===== config.mk =====
export PLATFORM = sky130hd
export DESIGN_NAME = scmi_mbox_doorbell_master
export DESIGN_NICKNAME = d
export VERILOG_FILES = /design/src/rtl/scmi_mbox_doorbell_master.sv
export SDC_FILE = /design/constraint.sdc
export NUM_CORES = 1
export LEC_CHECK = 0
export CAP_MARGIN = 20
export CORE_ASPECT_RATIO = 0.75
export CORE_UTILIZATION = 41
export CTS_CLUSTER_DIAMETER = 40
export DETAILED_ROUTE_END_ITERATION = 6
export PLACE_DENSITY = 0.94
export SYNTH_ARGS = -nofsm -noshare
export SYNTH_HDL_FRONTEND = slang
export SYNTH_SLANG_ARGS = --single-unit

===== constraint.sdc =====
create_clock -name clk_i -period 3.6 [get_ports clk_i]
set_input_delay 0.72 -clock clk_i [delete_from_list [all_inputs] [get_ports clk_i]]
set_output_delay 0.72 -clock clk_i [all_outputs]
set_load 0.03 [all_outputs]

===== src/rtl/scmi_mbox_doorbell_master.sv =====
// AXI-Lite master for the SCMI shared-memory mailbox: writes the message, rings the doorbell,
// waits for the completion pulse, reads the response word back and returns it with a status.

package scmi_mbox_doorbell_master_pkg;

  typedef struct packed {
    logic [63:0] addr;
    logic [2:0]  prot;
  } axi_lite_ax_t;

  typedef struct packed {
    logic [31:0] data;
    logic [3:0]  strb;
  } axi_lite_w_t;

  typedef struct packed {
    logic [1:0] resp;
  } axi_lite_b_t;

  typedef struct packed {
    logic [31:0] data;
    logic [1:0]  resp;
  } axi_lite_r_t;

  typedef struct packed {
    axi_lite_ax_t aw;
    logic         aw_valid;
    axi_lite_w_t  w;
    logic         w_valid;
    logic         b_ready;
    axi_lite_ax_t ar;
    logic         ar_valid;
    logic         r_ready;
  } axi_lite_req_t;

  typedef struct packed {
    logic        aw_ready;
    logic        w_ready;
    axi_lite_b_t b;
    logic        b_valid;
    logic        ar_ready;
    axi_lite_r_t r;
    logic        r_valid;
  } axi_lite_resp_t;

endpackage

module scmi_mbox_doorbell_master
  import scmi_mbox_doorbell_master_pkg::*;
#(
  parameter int unsigned                AXI_ADDR_WIDTH  = 64,
  parameter logic [AXI_ADDR_WIDTH-1:0]  MBOX_BASE       = '0,
  parameter logic [AXI_ADDR_WIDTH-1:0]  MSG_OFFSET      = 'h20,
  parameter logic [AXI_ADDR_WIDTH-1:0]  DOORBELL_OFFSET = 'h24,
  parameter int unsigned                TIMEOUT_CYCLES  = 1024
) (
  input  logic           clk_i,
  input  logic           rst_i,
  input  logic           req_valid_i,
  output logic           req_ready_o,
  input  logic [31:0]    req_msg_i,
  output logic           rsp_valid_o,
  input  logic           rsp_ready_i,
  output logic [31:0]    rsp_data_o,
  output logic [1:0]     rsp_err_o,
  input  logic           completion_irq_i,
  output axi_lite_req_t  axi_lite_mbox_req_o,
  input  axi_lite_resp_t axi_lite_mbox_rsp_i
);

  localparam logic [63:0] MSG_ADDR = 64'(MBOX_BASE + MSG_OFFSET);
  localparam logic [63:0] DB_ADDR  = 64'(MBOX_BASE + DOORBELL_OFFSET);
  localparam int unsigned TW       = (TIMEOUT_CYCLES < 2) ? 1 : $clog2(TIMEOUT_CYCLES + 1);
  localparam logic [TW-1:0] TIMER_LAST = TW'(TIMEOUT_CYCLES - 1);

  localparam logic [1:0] ERR_OK      = 2'd0;
  localparam logic [1:0] ERR_BUS     = 2'd1;
  localparam logic [1:0] ERR_TIMEOUT = 2'd2;

  typedef enum logic [2:0] {
    IDLE,
    WR_MSG,
    WR_DB,
    WAIT_CMPL,
    RD_RSP,
    RESP
  } state_t;

  state_t        state_reg, state_next;
  logic          aw_valid_reg, aw_valid_next;
  logic          w_valid_reg, w_valid_next;
  logic          b_ready_reg, b_ready_next;
  logic          ar_valid_reg, ar_valid_next;
  logic          r_ready_reg, r_ready_next;
  logic [63:0]   aw_addr_reg, aw_addr_next;
  logic [31:0]   w_data_reg, w_data_next;
  logic [TW-1:0] timer_reg, timer_next;
  logic          rsp_valid_reg, rsp_valid_next;
  logic [31:0]   rsp_data_reg, rsp_data_next;
  logic [1:0]    rsp_err_reg, rsp_err_next;

  logic aw_hs, w_hs, ar_hs;

  assign aw_hs = aw_valid_reg & axi_lite_mbox_rsp_i.aw_ready;
  assign w_hs  = w_valid_reg & axi_lite_mbox_rsp_i.w_ready;
  assign ar_hs = ar_valid_reg & axi_lite_mbox_rsp_i.ar_ready;

  always_ff @(posedge clk_i) begin
    if (rst_i) begin
      state_reg     <= IDLE;
      aw_valid_reg  <= 1'b0;
      w_valid_reg   <= 1'b0;
      b_ready_reg   <= 1'b0;
      ar_valid_reg  <= 1'b0;
      r_ready_reg   <= 1'b0;
      aw_addr_reg   <= '0;
      w_data_reg    <= '0;
      timer_reg     <= '0;
      rsp_valid_reg <= 1'b0;
      rsp_data_reg  <= '0;
      rsp_err_reg   <= ERR_OK;
    end else begin
      state_reg     <= state_next;
      aw_valid_reg  <= aw_valid_next;
      w_valid_reg   <= w_valid_next;
      b_ready_reg   <= b_ready_next;
      ar_valid_reg  <= ar_valid_next;
      r_ready_reg   <= r_ready_next;
      aw_addr_reg   <= aw_addr_next;
      w_data_reg    <= w_data_next;
      timer_reg     <= timer_next;
      rsp_valid_reg <= rsp_valid_next;
      rsp_data_reg  <= rsp_data_next;
      rsp_err_reg   <= rsp_err_next;
    end
  end

  always_comb begin
    state_next     = state_reg;
    aw_valid_next  = aw_valid_reg;
    w_valid_next   = w_valid_reg;
    b_ready_next   = b_ready_reg;
    ar_valid_next  = ar_valid_reg;
    r_ready_next   = r_ready_reg;
    aw_addr_next   = aw_addr_reg;
    w_data_next    = w_data_reg;
    timer_next     = timer_reg;
    rsp_valid_next = rsp_valid_reg;
    rsp_data_next  = rsp_data_reg;
    rsp_err_next   = rsp_err_reg;

    case (state_reg)
      IDLE: begin
        if (req_valid_i) begin
          state_next    = WR_MSG;
          aw_valid_next = 1'b1;
          w_valid_next  = 1'b1;
          aw_addr_next  = MSG_ADDR;
          w_data_next   = req_msg_i;
          rsp_err_next  = ERR_OK;
        end
      end

      WR_MSG, WR_DB: begin
        if (aw_hs) aw_valid_next = 1'b0;
        if (w_hs)  w_valid_next  = 1'b0;
        if (!b_ready_reg) begin
          // B is only accepted once both address and data have been taken.
          b_ready_next = (!aw_valid_reg || aw_hs) && (!w_valid_reg || w_hs);
        end else if (axi_lite_mbox_rsp_i.b_valid) begin
          b_ready_next = 1'b0;
          if (axi_lite_mbox_rsp_i.b.resp != 2'b00) begin
            state_next     = RESP;
            rsp_valid_next = 1'b1;
            rsp_data_next  = '0;
            rsp_err_next   = ERR_BUS;
          end else if (state_reg == WR_MSG) begin
            state_next    = WR_DB;
            aw_valid_next = 1'b1;
            w_valid_next  = 1'b1;
            aw_addr_next  = DB_ADDR;
            w_data_next   = 32'h1;
          end else begin
            state_next = WAIT_CMPL;
            timer_next = '0;
          end
        end
      end

      WAIT_CMPL: begin
        // The pulse is checked first so it wins over the final timer cycle.
        if (completion_irq_i) begin
          state_next    = RD_RSP;
          ar_valid_next = 1'b1;
        end else if (timer_reg == TIMER_LAST) begin
          state_next     = RESP;
          rsp_valid_next = 1'b1;
          rsp_data_next  = '0;
          rsp_err_next   = ERR_TIMEOUT;
        end else begin
          timer_next = timer_reg + 1'b1;
        end
      end

      RD_RSP: begin
        if (ar_hs) ar_valid_next = 1'b0;
        if (!r_ready_reg) begin
          r_ready_next = !ar_valid_reg || ar_hs;
        end else if (axi_lite_mbox_rsp_i.r_valid) begin
          r_ready_next   = 1'b0;
          state_next     = RESP;
          rsp_valid_next = 1'b1;
          if (axi_lite_mbox_rsp_i.r.resp != 2'b00) begin
            rsp_data_next = '0;
            rsp_err_next  = ERR_BUS;
          end else begin
            rsp_data_next = axi_lite_mbox_rsp_i.r.data;
            rsp_err_next  = ERR_OK;
          end
        end
      end

      RESP: begin
        if (rsp_ready_i) begin
          rsp_valid_next = 1'b0;
          state_next     = IDLE;
        end
      end

      default: begin
        state_next = IDLE;
      end
    endcase
  end

  assign req_ready_o = (state_reg == IDLE);
  assign rsp_valid_o = rsp_valid_reg;
  assign rsp_data_o  = rsp_data_reg;
  assign rsp_err_o   = rsp_err_reg;

  always_comb begin
    axi_lite_mbox_req_o          = '0;
    axi_lite_mbox_req_o.aw.addr  = aw_addr_reg;
    axi_lite_mbox_req_o.aw.prot  = 3'b000;
    axi_lite_mbox_req_o.aw_valid = aw_valid_reg;
    axi_lite_mbox_req_o.w.data   = w_data_reg;
    axi_lite_mbox_req_o.w.strb   = 4'hF;
    axi_lite_mbox_req_o.w_valid  = w_valid_reg;
    axi_lite_mbox_req_o.b_ready  = b_ready_reg;
    axi_lite_mbox_req_o.ar.addr  = MSG_ADDR;
    axi_lite_mbox_req_o.ar.prot  = 3'b000;
    axi_lite_mbox_req_o.ar_valid = ar_valid_reg;
    axi_lite_mbox_req_o.r_ready  = r_ready_reg;
  end

endmodule


==> run metrics <==
pwr dens=613 mW/mm^2; Resize count post-CTS=0; synth unique cells=49; Post-synth top flop=dfxtp_1; Adder-Cell Fraction of Synth Area=0.00455; run status=finished clean; chip height=97.1 um; # IOs=289; min Tclk post-route=2.90 ns; Slowest Stage Delay on Critical Path=0.73 ns; unrepaired setup endpoints after global routing=no; Synth Area in Simple Gates=0.206; final hold vios=0; Hold/Removal Path Class=reg2reg; clock root buffer=clkbuf_16; CTS Buf Count=9; gp weighted congestion=0.787; Vias/cell=4.51; Avg Inst Size Synth=8.26 sq um; CTS sink cnt=88; Leakage=2.52 nW; Crit. End Element=output pin; post-synthesis mux area share=0.0688; reg2reg start=state_reg[0]; CP Class=reg2out; nets@finish=807; post-layout power=0.00389 W; Antenna Nets Post-Route=0; placed inst area=0.00605 sq mm; post-DP HPWL=8.35 mm; Starting Density=0.424; synthesized flop and latch total=88; via count=4,036; Seq/Total Area, Yosys=0.356; family with the most delay on the worst path=buffers and inverters; grt ovf=0; TNS Setup=0 ns; initial antenna violation count=0; Max Buffers Root-to-Sink=2; worst skew pair latency=0.33 ns; Post-synth ARST share=0; Setup Buffers After CTS=0; CTS clock-pin slew for the worst setup and hold paths=0.07 ns; worst-path fanout max=19; Rel. slew slack=0.441; worst slew pin tran=0.838 ns; placed cell count=879; Data required, critical path=2.88 ns; clock skew=0.00804 ns; commonest cells after routing, fill and taps aside=clkdlybuf4s50_1, conb_1, dfxtp_1; Mapped Area=0.00495 sq mm; Die X-Extent=129 um; finished layout cell area=0.00634 sq mm; Worst Path Buf+Inv=1; CP cell instances=or2_2, nor2_1, clkdlybuf4s50_1; final cell count without fillers=895; Slew Limit Fails=0; layout cell share with drive strength beyond 1=0.0532; Layout Utilization=0.544; Synth Instances=599; global-route wire length before repair=17.9 mm; GRT Total Usage=0.178; number of flops mapped to enable cells by yosys=0; initial detailed-routing violation count=301; Post-Synth XOR/XNOR Area=0.00329; peak supply drop=0.000339 V; Die Area=0.0125 sq mm; worst path arrival time=2.18 ns; Final Setup Violations=0; CP startpoint=state_reg[0]; Layout fillers=1,079; Core ar.=0.0117 sq mm; hold_buf cts=0; diode count=0; final worst-path cycle share=0.805; Critical Path Start Type=flop; startpoint of the worst hold path=w_data_reg[24]; drt first pass iters=4; Crit-path slowest cell=clkdlybuf4s50_1; # DRC=0; fmax=345 MHz; Routed WL per cell=12.9 um; TritonCTS clock tree=done; FP Rows=34; Compound-Gate Fraction of Synth Area=0.112; main combinational cell family by area after synthesis=buffers and inverters; max cap viols=0; final WL=11.5 mm; # H-tree levels=3; largest net degree at the start of global routing=89; most common cell after layout, fill and taps aside=clkdlybuf4s50_1; vias in the first global route=3,563; Syn. warnings=0; area delta synth->final=28.2%; Port Buffer Count=152
[per-stage QoR]
stage                     setup slack, ns  hold slack (ns)
final                               0.701            0.449
after floorplan                      1.43            0.441
after detailed placement            0.778            0.442
after global placement              0.870            0.438
after CTS                           0.694            0.452
after global routing                0.619            0.468
[power breakdown]
group / leakage (nW) / switching (W) / total, W / internal [W]
sequential: 0.714 / 0.0000976 / 0.00120 / 0.00110
combinational: 1.66 / 0.00112 / 0.00179 / 0.000670
clock: 0.146 / 0.000390 / 0.000900 / 0.000511
[routing by layer]
metal	routed length [um]	vias to the layer above	GRT usage
met5	0	-	0
met4	58	0	0.0290
met3	874	8	0.0551
met2	5610	166	0.298
met1	4970	1865	0.226
li1	-	1997	-
[logic make-up (layout without fill, tap and decap cells)]
| kind of cell | after synthesis | after routing |
|---|---|---|
| AND/OR/NAND/NOR | 207 | 207 |
| buffers and inverters | 178 | 178 |
| flip-flops | 88 | 88 |
| AO/OA/AOI/OAI | 87 | 87 |
| multiplexers | 34 | 34 |
| adder cells (fa/ha/maj) | 2 | 2 |
| other | 2 | 136 |
| XOR/XNOR | 1 | 1 |
[worst register-to-register path, cell delays in order (launching register included)]
cell and delay (ns):
dfxtp_1 0.73, or3b_1 0.32, o22ai_1 0.22, a2111oi_0 0.70, a21oi_1 0.15, a211oi_1 0.24
[path summary, 6_finish.rpt]
check | cells after the start | slack [ns] | end
setup / recovery | 3 | 0.70 | req_ready_o
hold / removal | 2 | 0.45 | w_data_reg[24]
setup reg to reg | 5 | 1.15 | rsp_err_o[1]
hold reg to reg | 2 | 0.45 | w_data_reg[24]
[area by class of cell]
class	count	area (sq um)	share of cell area
Clock buffer	11	253	0.0398
Clock inverter	5	40.0	0.00631
Inverter	2	7.51	0.00118
Multi-Input combinational cell	467	2480	0.391
Sequential cell	88	1760	0.278
Tap cell	162	203	0.0320
Timing Repair Buffer	160	1600	0.252
[cell usage after synthesis, types with 3 or more instances]
master / count / area share
o21ai_0: 6 / 0.0061
nor2_1: 19 / 0.014
o22ai_1: 3 / 0.0038
a31oi_1: 4 / 0.0051
nor3_1: 11 / 0.011
a211oi_1: 4 / 0.0061
a311oi_1: 7 / 0.012
a21oi_1: 51 / 0.052
nand2_1: 77 / 0.058
nand3_1: 39 / 0.039
buf_4: 141 / 0.21
buf_2: 5 / 0.0051
buf_1: 3 / 0.0023
nand2b_1: 37 / 0.047
buf_6: 3 / 0.0068
dfxtp_1: 88 / 0.36
or2_2: 3 / 0.0038
or3_1: 3 / 0.0038
mux2i_1: 34 / 0.069
clkbuf_1: 24 / 0.018
Note: power is estimated with default switching activity, not from simulation.
